<file path="config.mk">
export PLATFORM = sky130hd
export DESIGN_NAME = ifu_flat
export DESIGN_NICKNAME = d
export VERILOG_FILES = /design/src/rtl/ifu_pkg.sv /design/src/rtl/ifu_if.sv /design/src/rtl/ifu_npc.sv /design/src/rtl/ifu.sv /design/src/flat_wrapper.sv
export SDC_FILE = /design/constraint.sdc
export NUM_CORES = 1
export LEC_CHECK = 0
export CAP_MARGIN = 40
export CORE_MARGIN = 1
export CORE_UTILIZATION = 35
export CTS_BUF_LIST = sky130_fd_sc_hd__clkbuf_2
export CTS_CLUSTER_DIAMETER = 150
export DETAILED_ROUTE_END_ITERATION = 12
export PLACE_DENSITY = 0.68
export SLEW_MARGIN = 40
export SYNTH_ARGS = -nofsm -noshare
export SYNTH_HDL_FRONTEND = slang
export SYNTH_HIERARCHICAL = 1
export SYNTH_SLANG_ARGS = --single-unit
</file>
<file path="constraint.sdc">
create_clock -name clk -period 5.4 [get_ports clk]
set_input_delay 0.81 -clock clk [delete_from_list [all_inputs] [get_ports clk]]
set_output_delay 0.81 -clock clk [all_outputs]
set_load 0.03 [all_outputs]
</file>
<file path="src/rtl/ifu_pkg.sv">
// Shared fetch-unit definitions: next-PC select encodings (also used by the controller)
// and default memory-map constants.
package ifu_pkg;

   localparam int unsigned XLEN             = 32;
   localparam int unsigned IM_DEPTH_DEFAULT = 4096;
   localparam logic [31:0] PC_RESET_DEFAULT = 32'h0000_3000;

   typedef enum logic [1:0] {
      NPC_PC4 = 2'b00,
      NPC_J   = 2'b01,
      NPC_BR  = 2'b10,
      NPC_JR  = 2'b11
   } npc_op_e;

   // Last word-aligned byte address covered by an IM of the given depth.
   function automatic logic [31:0] im_last_addr(input logic [31:0] base, input int unsigned depth);
      return base + 32'(4 * depth) - 32'd4;
   endfunction

endpackage

</file>
<file path="src/rtl/ifu_if.sv">
// Controller <-> fetch unit bundle: control toward the IFU, fetched instruction and status back.
interface ifu_if;
   import ifu_pkg::*;

   logic            en;
   npc_op_e         npc_op;
   logic            cmp_true;
   logic [XLEN-1:0] ra;

   logic [XLEN-1:0] instr;
   logic [XLEN-1:0] pc;
   logic [XLEN-1:0] pc_plus4;
   logic            fault;
   logic [XLEN-1:0] icount;

   modport master (
      output en, npc_op, cmp_true, ra,
      input  instr, pc, pc_plus4, fault, icount
   );

   modport slave (
      input  en, npc_op, cmp_true, ra,
      output instr, pc, pc_plus4, fault, icount
   );

endinterface

</file>
<file path="src/rtl/ifu_npc.sv">
// Next-PC target selection and legality check against the IM address window.
module ifu_npc
   import ifu_pkg::*;
#(
   parameter logic [31:0] PC_RESET = PC_RESET_DEFAULT,
   parameter int unsigned IM_DEPTH = IM_DEPTH_DEFAULT
) (
   input  logic [XLEN-1:0] pc_i,
   input  logic [25:0]     imm26_i,
   input  npc_op_e         npc_op_i,
   input  logic            cmp_true_i,
   input  logic [XLEN-1:0] ra_i,
   output logic [XLEN-1:0] target_o,
   output logic            legal_o
);

   localparam logic [31:0] PC_LAST = im_last_addr(PC_RESET, IM_DEPTH);

   logic [XLEN-1:0] pc4;
   logic [XLEN-1:0] br_off;

   assign pc4    = pc_i + 32'd4;
   assign br_off = {{14{imm26_i[15]}}, imm26_i[15:0], 2'b00};

   always_comb begin
      target_o = pc4;
      unique case (npc_op_i)
         NPC_PC4: target_o = pc4;
         NPC_J:   target_o = {pc_i[31:28], imm26_i, 2'b00};
         NPC_BR:  target_o = cmp_true_i ? (pc4 + br_off) : pc4;
         NPC_JR:  target_o = ra_i;
      endcase
   end

   // Wrapped arithmetic lands outside the window and is rejected here.
   assign legal_o = (target_o[1:0] == 2'b00) && (target_o >= PC_RESET) && (target_o <= PC_LAST);

endmodule

</file>
<file path="src/rtl/ifu.sv">
// Instruction fetch unit: PC register, read-only instruction ROM, sticky fetch fault
// and retired-instruction counter.
module ifu
   import ifu_pkg::*;
#(
   parameter logic [31:0] PC_RESET = PC_RESET_DEFAULT,
   parameter int unsigned IM_DEPTH = IM_DEPTH_DEFAULT,
   parameter logic [31:0] IM_INIT [IM_DEPTH] = '{default: 32'h0000_0000}
) (
   input  logic  clk,
   input  logic  reset,
   ifu_if.slave  bus
);

   localparam int unsigned AW       = $clog2(IM_DEPTH);
   localparam logic [31:0] IM_BYTES = 32'(4 * IM_DEPTH);

   logic [XLEN-1:0] pc_q, pc_d;
   logic [XLEN-1:0] icount_q, icount_d;
   logic            fault_q, fault_d;

   logic [XLEN-1:0] offset;
   logic            in_range;
   logic [AW-1:0]   word_idx;
   logic [XLEN-1:0] instr;
   logic [XLEN-1:0] target;
   logic            legal;

   // ROM read; an out-of-window PC fetches a nop.
   assign offset   = pc_q - PC_RESET;
   assign in_range = offset < IM_BYTES;
   assign word_idx = offset[AW+1:2];
   assign instr    = in_range ? IM_INIT[word_idx] : 32'h0000_0000;

   ifu_npc #(
      .PC_RESET (PC_RESET),
      .IM_DEPTH (IM_DEPTH)
   ) u_npc (
      .pc_i       (pc_q),
      .imm26_i    (instr[25:0]),
      .npc_op_i   (bus.npc_op),
      .cmp_true_i (bus.cmp_true),
      .ra_i       (bus.ra),
      .target_o   (target),
      .legal_o    (legal)
   );

   // A rejected target freezes PC and counter and latches the fault.
   always_comb begin
      pc_d     = pc_q;
      icount_d = icount_q;
      fault_d  = fault_q;
      if (bus.en) begin
         if (legal) begin
            pc_d     = target;
            icount_d = icount_q + 32'd1;
         end else begin
            fault_d  = 1'b1;
         end
      end
   end

   always_ff @(posedge clk) begin
      if (!reset) begin
         pc_q     <= PC_RESET;
         icount_q <= '0;
         fault_q  <= 1'b0;
      end else begin
         pc_q     <= pc_d;
         icount_q <= icount_d;
         fault_q  <= fault_d;
      end
   end

   assign bus.instr    = instr;
   assign bus.pc       = pc_q;
   assign bus.pc_plus4 = pc_q + 32'd4;
   assign bus.fault    = fault_q;
   assign bus.icount   = icount_q;

endmodule

</file>
<file path="src/flat_wrapper.sv">
// flat-port wrapper written by rule: the top's interface ports become plain ports
module ifu_flat import ifu_pkg::*;
#(
   parameter logic [31:0] PC_RESET = PC_RESET_DEFAULT,
   parameter int unsigned IM_DEPTH = IM_DEPTH_DEFAULT,
   parameter logic [31:0] IM_INIT [IM_DEPTH] = '{default: 32'h0000_0000}
)
  (clk, reset, bus_en, bus_npc_op, bus_cmp_true, bus_ra, bus_instr, bus_pc, bus_pc_plus4, bus_fault, bus_icount);
  ifu_if bus_i ();
  input  logic clk;
  input  logic reset;
  input wire logic [$bits(bus_i.en)-1:0] bus_en;
  input wire logic [$bits(bus_i.npc_op)-1:0] bus_npc_op;
  input wire logic [$bits(bus_i.cmp_true)-1:0] bus_cmp_true;
  input wire logic [$bits(bus_i.ra)-1:0] bus_ra;
  output wire logic [$bits(bus_i.instr)-1:0] bus_instr;
  output wire logic [$bits(bus_i.pc)-1:0] bus_pc;
  output wire logic [$bits(bus_i.pc_plus4)-1:0] bus_pc_plus4;
  output wire logic [$bits(bus_i.fault)-1:0] bus_fault;
  output wire logic [$bits(bus_i.icount)-1:0] bus_icount;
  assign bus_i.en = bus_en;
  assign bus_i.npc_op = bus_npc_op;
  assign bus_i.cmp_true = bus_cmp_true;
  assign bus_i.ra = bus_ra;
  assign bus_instr = bus_i.instr;
  assign bus_pc = bus_i.pc;
  assign bus_pc_plus4 = bus_i.pc_plus4;
  assign bus_fault = bus_i.fault;
  assign bus_icount = bus_i.icount;
  ifu #(.PC_RESET(PC_RESET), .IM_DEPTH(IM_DEPTH), .IM_INIT(IM_INIT)) u_core (.clk(clk), .reset(reset), .bus(bus_i));
endmodule
</file>
# == Yosys cells after proc, flatten, opt, wreduce, memory -nomap -nowiden ==
# Memory sizes are Yosys's and may differ from the RTL's.
# Index checks and enable logic that the tools add are counted.
# classes
n_addsub,4
mul,0
div_mod_pow,0
n_lt_le_gt_ge,4
eq_ne,3
shifts,0
n_mux,5
bitwise_logic,2
n_reduce_logical,6
# ops
op,count
$mux W32,4
$pmux W32 S4,1
$add A32 B1 Y32 const B,1
$add A32 B3 Y32 const B,1
$add A32 B32 Y32,1
$ge A32 B14 Y1 const B,1
$le A32 B15 Y1 const B,1
$lt A32 B15 Y1 const B,1
$sub A32 B14 Y32 const B,1
$ge A13 B13 Y1 const B,1
$not A12 Y13,1
$eq A2 B2 Y1 const B,2
$logic_not A2 Y1,2
$reduce_and A2 Y1,2
$eq A2 B1 Y1 const B,1
$logic_and A1 B1 Y1,2
$not A1 Y1,1
# word_totals
ff_bits,65
latchBits,0
mem_bits_rw,0
mem_bits_ro,131072
input_bits,38
elab_cells,28
memories,1
# memory_table
memory,words,width,rd,rd_clocked_by_memory_dff,write_ports,line_no,text
(name not given),4096,32,1,0,0,ifu.sv:33,assign instr = in_range ? IM_INIT[word_idx] : 32'h0000_0000;

# == Logic depth before layout (Yosys ltp) ==
# logic_depth
depth_word,14
ltp_mapped,23

# == Cells and area by module ==
# The synthesis kept the hierarchy.
# modules_own_cells
mod,n_inst,cells_per_inst,area_per_inst_um2
ifu,1,439,3403.3
ifu_npc,1,508,3393.3

# == Least setup slack after synthesis ==
# OpenSTA, ideal clock, no wires.
# synth_path
path_type,reg2reg
from,reg u_core.pc_q[6] (netlist: u_core/bus.pc[6])
to,reg u_core.icount_q[31] (netlist: u_core/bus.icount[31])
setup_time_ns,0.070
t_arrival_ns,5.405
t_required_ns,5.330
setup_slack_ns,-0.076
path_stages_with_launch,22
path_buffers,3
period_less_slack_ns,5.476
cell_sequence,dfxtp_1 -> and4_1 -> nand4_1 -> buf_2 -> nor2_1 -> xor2_1 -> ha_1 -> clkbuf_1 -> and4_1 -> a211oi_1 -> nor2_1 -> a31oi_1 -> a211oi_1 -> a21o_1 -> or3_1 -> a2111o_1 -> nor4_2 -> nand2_1 -> buf_2 -> or4_1 -> or4_1 -> a21oi_1
# synth_via
elab_chain_len,13
word_cells_on_any_way,16
cone_classes,add/sub (3); order compare (3); mux (5); bitwise (1); reduce/logical (3); memory (1)
# synth_lines
item,line_no,text
from (decl),ifu.sv:18,"logic [XLEN-1:0] pc_q, pc_d;"
from (signal assigned),ifu.sv:69,pc_q <= pc_d;
$sub A32 B14 Y32,ifu.sv:30,assign offset = pc_q - PC_RESET;
$not A12 Y13 (not written as such),ifu.sv:33,
$mem_v2 Z4096 W32,-,
$mux W32 (not written as such) (2 in series),ifu.sv:33,
$mux W32,ifu.sv:33,
$add A32 B32 Y32,ifu_npc.sv:30,NPC_BR: target_o = cmp_true_i ? (pc4 + br_off) : pc4;
$mux W32,ifu_npc.sv:30,
$pmux W32 S4 *,ifu_npc.sv:27,unique case (npc_op_i)
named net u_core.target[21],ifu.sv:26,logic [XLEN-1:0] target;
$ge A32 B14 Y1,ifu_npc.sv:36,assign legal_o = (target_o[1:0] == 2'b00) && (target_o >= PC_RESET) && (target_o <= PC_LAST);
$logic_and A1 B1 Y1,ifu_npc.sv:36,
$logic_and A1 B1 Y1 *,ifu_npc.sv:36,
named net u_core.legal,ifu.sv:27,logic legal;
$reduce_and A2 Y1 (no line) *,-,
to (signal assigned),ifu.sv:70,icount_q <= icount_d;
to (decl),ifu.sv:19,"logic [XLEN-1:0] icount_q, icount_d;"
# The timed path passes the listed nets; every way through them passes the cells marked *. The select of a mux whose other input is x is not followed.
# A chain may end at the register's enable or synchronous reset.

# == Worst setup path in the final report ==
# layout_path
from,reg u_core.pc_q[2] (netlist: u_core/bus.pc[2])
to,reg u_core.icount_q[30] (netlist: u_core/bus.icount[30])
# The elaborated chain is that of the path after synthesis.

==> summary.txt <==
Floorplan
  • Die W: 141 µm
  • Core area: 18900 µm²
  • Die H: 141 µm
  • IO Pins: 167
  • Die area: 20000 µm²
  • Starting density of the core: 0.360
  • Rows: 50

Yosys
  • Yosys cell types: 72
  • Most frequent cell after synthesis: nand2_1
  • Yosys reg bits: 65
  • Seq/Total Area, Yosys: 0.191
  • Synth top area share: 0.191
  • Top cell type by total area after synthesis: dfxtp_1
  • Synth Flop Type: dfxtp_1
  • Largest cells by area after synthesis: dfxtp_1, nand2_1, a21oi_1, ha_1, xnor2_1
  • Post-synth EDFFs: 0
  • Yosys warning total: 6
  • Gate Count Post-Synth: 947
  • Cell Area, Synth: 6800 µm²
  • Synth cell count leaders: nand2_1, a21oi_1, dfxtp_1, nor2_1, xnor2_1
  • Avg Synthesized Cell Area: 7.18 µm²
  • FFs w/ async S/R, synth: 0

Setup path
  • Crit path cell chain: ha_1 -> nand3_2 -> buf_4 -> nor3_1 -> nand2_1 -> xnor2_1 -> ha_1 -> xor2_1 -> a221o_1 -> nor3b_1 -> xor2_1 -> nand4b_1 -> nor4_4 -> buf_4 -> and4_2 -> nand4_1 -> buf_4 -> or4_1 -> a21oi_1
  • Critical path's top delay family: simple AND/OR/NAND/NOR gates
  • CP max-delay cell: or4_1
  • Startpoint Class: register
  • Worst EP arrival: 5.58 ns
  • Crit Path Max Fanout: 20
  • Critical Path RT: 5.84 ns
  • Crit path kind: register to register
  • Bufs and invs on worst path: 3
  • Critical Path Max Stage Delay: 0.48 ns
  • CP endpoint kind: register
  • Most used cell, CP: buf_4

Route
  • Initial DRC Count: 712
  • DR DRC count: 0
  • DRT Pass-1 Iters: 8
  • Final ANT Viol Nets: 0
  • Vias per Instance: 5.36
  • WL final: 22700 µm
  • Routed vias: 7612
  • Routed length per instance: 16.0 µm

Timing
  • Final Hold Vio Count: 0
  • Final period util: 0.952
  • Endpoints failing setup: 0
  • Worst Tran Pin Value: 0.779 ns
  • Pins Over Slew Limit: 0
  • Fmax: 195 MHz
  • Tmin final: 5.14 ns
  • Final setup skew: 0.0257 ns
  • Hold WS: 0.501 ns
  • Slew headroom: 0.477

Power
  • Maximum VDD drop: 0.101 mV
  • Pwr Density: 114 nW/µm²
  • Leak: 0.00359 µW

CTS
  • Insertion delay to the later sink of the worst-skew pair: 0.51 ns
  • CTS root buffer: clkbuf_2
  • CTS tree: done
  • Clock Path Buffers: 2
  • CTS H-tree depth: 3
  • Reg clk slew, reported paths: 0.20 ns
  • Total CTS buffers: 9
  • Clk sinks: 65

Run
  • MaxCap Viol Count: 0

Finish
  • Fin nets: 1228
  • Layout cells sized above 1: 0.0966
  • Fill cells: 1972
  • Area Growth Syn to Fin: 31.6%
  • Non-filler cells, final: 1420
  • N_diodes: 0

Global routing
  • GRT Overall Usage: 0.221
  • First-pass GRT wire length: 35300 µm
  • Initial antenna violation count: 0
  • Largest net degree at the start of global routing: 64
  • Global route total overflow: 0
  • Vias in the first global route: 6761

Min path
  • Hold Path Class: register to register

Placed design
  • IO Port Bufs: 134
  • Gp weighted congestion: 0.971
  • HPWL Detailed: 17500 µm
  • Post-Place Cells: 1402

Run status
  • Run status: completed
## where the power goes
part	internal, µW	switching (µW)	leakage [µW]
Sequential	481	0.288	0.000525
Combinational	92.1	160	0.00299
Clock	107	180	0.0000754
Total	679	341	0.00359
## metal layers
layer / vias to the layer above / GRT usage / part of all wire
li1: 3738 / - / -
met1: 3529 / 0.312 / 0.46
met2: 307 / 0.346 / 0.44
met3: 38 / 0.0348 / 0.077
met4: 0 / 0.0624 / 0.018
met5: - / 0 / 0
## cell usage in the layout (no fill, tap or decap), drive strengths merged, types with 8 or more instances in the layout
cell type      Yosys  routed
or4               12      12
xor2              35      35
o21ai             32      32
nor3              18      18
nor2              59      59
buf               47      54
o31ai             13      13
o211ai             8       8
clkbuf            33      10
conb               1      92
nand2            144     144
inv               26      26
and2               8       8
nand3             43      43
and3              20      20
clkdlybuf4s50      0     132
or3               22      22
dfxtp             65      65
and4              14      14
ha                34      34
a211oi            15      15
mux2i             21      21
xnor2             47      47
a21oi             91      91
a21o              16      16
nand4             36      36
## stage by stage
stage	setup slack, ns	power, µW	util	setup TNS, ns	area (µm²)
after global routing	-0.00939	1070	0.473	-0.00939	8940
after detailed placement	0.0598	731	0.463	0	8750
after CTS	0.154	1010	0.469	0	8870
after floorplan	0.0272	673	-	0	7150
final	0.261	1020	0.473	0	8940
after global placement	0.160	732	0.463	0	8740
## cell families after synthesis
| family | synth area share |
|---|---|
| other cells | 0.000552 |
| mux | 0.0409 |
| fa+ha+maj | 0.0655 |
| flops | 0.191 |
| compound gates | 0.221 |
| simple gates | 0.296 |
| xor+xnor | 0.106 |
| buf+inv | 0.0786 |
## path summary, 6_finish.rpt
kind | from | end | slack (ns) | depth (start not counted)
max reg2reg | u_core/bus.pc[2]$_SDFFE_PN0P_ | u_core/bus.icount[30]$_SDFFE_PN0P_ | 0.26 | 19
min reg2reg | u_core/bus.icount[31]$_SDFFE_PN0P_ | u_core/bus.icount[31]$_SDFFE_PN0P_ | 0.50 | 2
max | u_core/bus.pc[2]$_SDFFE_PN0P_ | u_core/bus.icount[30]$_SDFFE_PN0P_ | 0.26 | 19
min | u_core/bus.icount[31]$_SDFFE_PN0P_ | u_core/bus.icount[31]$_SDFFE_PN0P_ | 0.50 | 2
## state kept, by name, indices dropped and copies added, names as in the netlist
register,cells
u_core/bus.icount,32
u_core/bus.pc,32
u_core/bus.fault,1
## worst reg2reg max path: cells and delay by family (launching register included)
kind                     cells  cell delay, ns
AND/OR/NAND/NOR              9            2.36
adder cells (fa/ha/maj)      2            0.49
XOR/XNOR                     3            0.77
buffers and inverters        3            0.63
AO/OA/AOI/OAI                2            0.42
flip-flops                   1            0.42
## layout make-up
cell class / count / area (µm²) / area share
Timing Repair Buffer: 186 / 1720 / 0.193
Clock buffer: 10 / 50.0 / 0.00560
Clock inverter: 6 / 58.8 / 0.00658
Inverter: 26 / 100 / 0.0112
Sequential cell: 65 / 1310 / 0.147
Multi-Input combinational cell: 867 / 5380 / 0.601
Tap cell: 260 / 325 / 0.0364
## timing repair
item	in CTS	in global routing
pin swaps	0	5
resized for setup	1	13
setup endpoints to repair	2	21
buffers inserted	0	2
hold buffers	0	0
No activity file was read; power rests on OpenSTA's default activity.
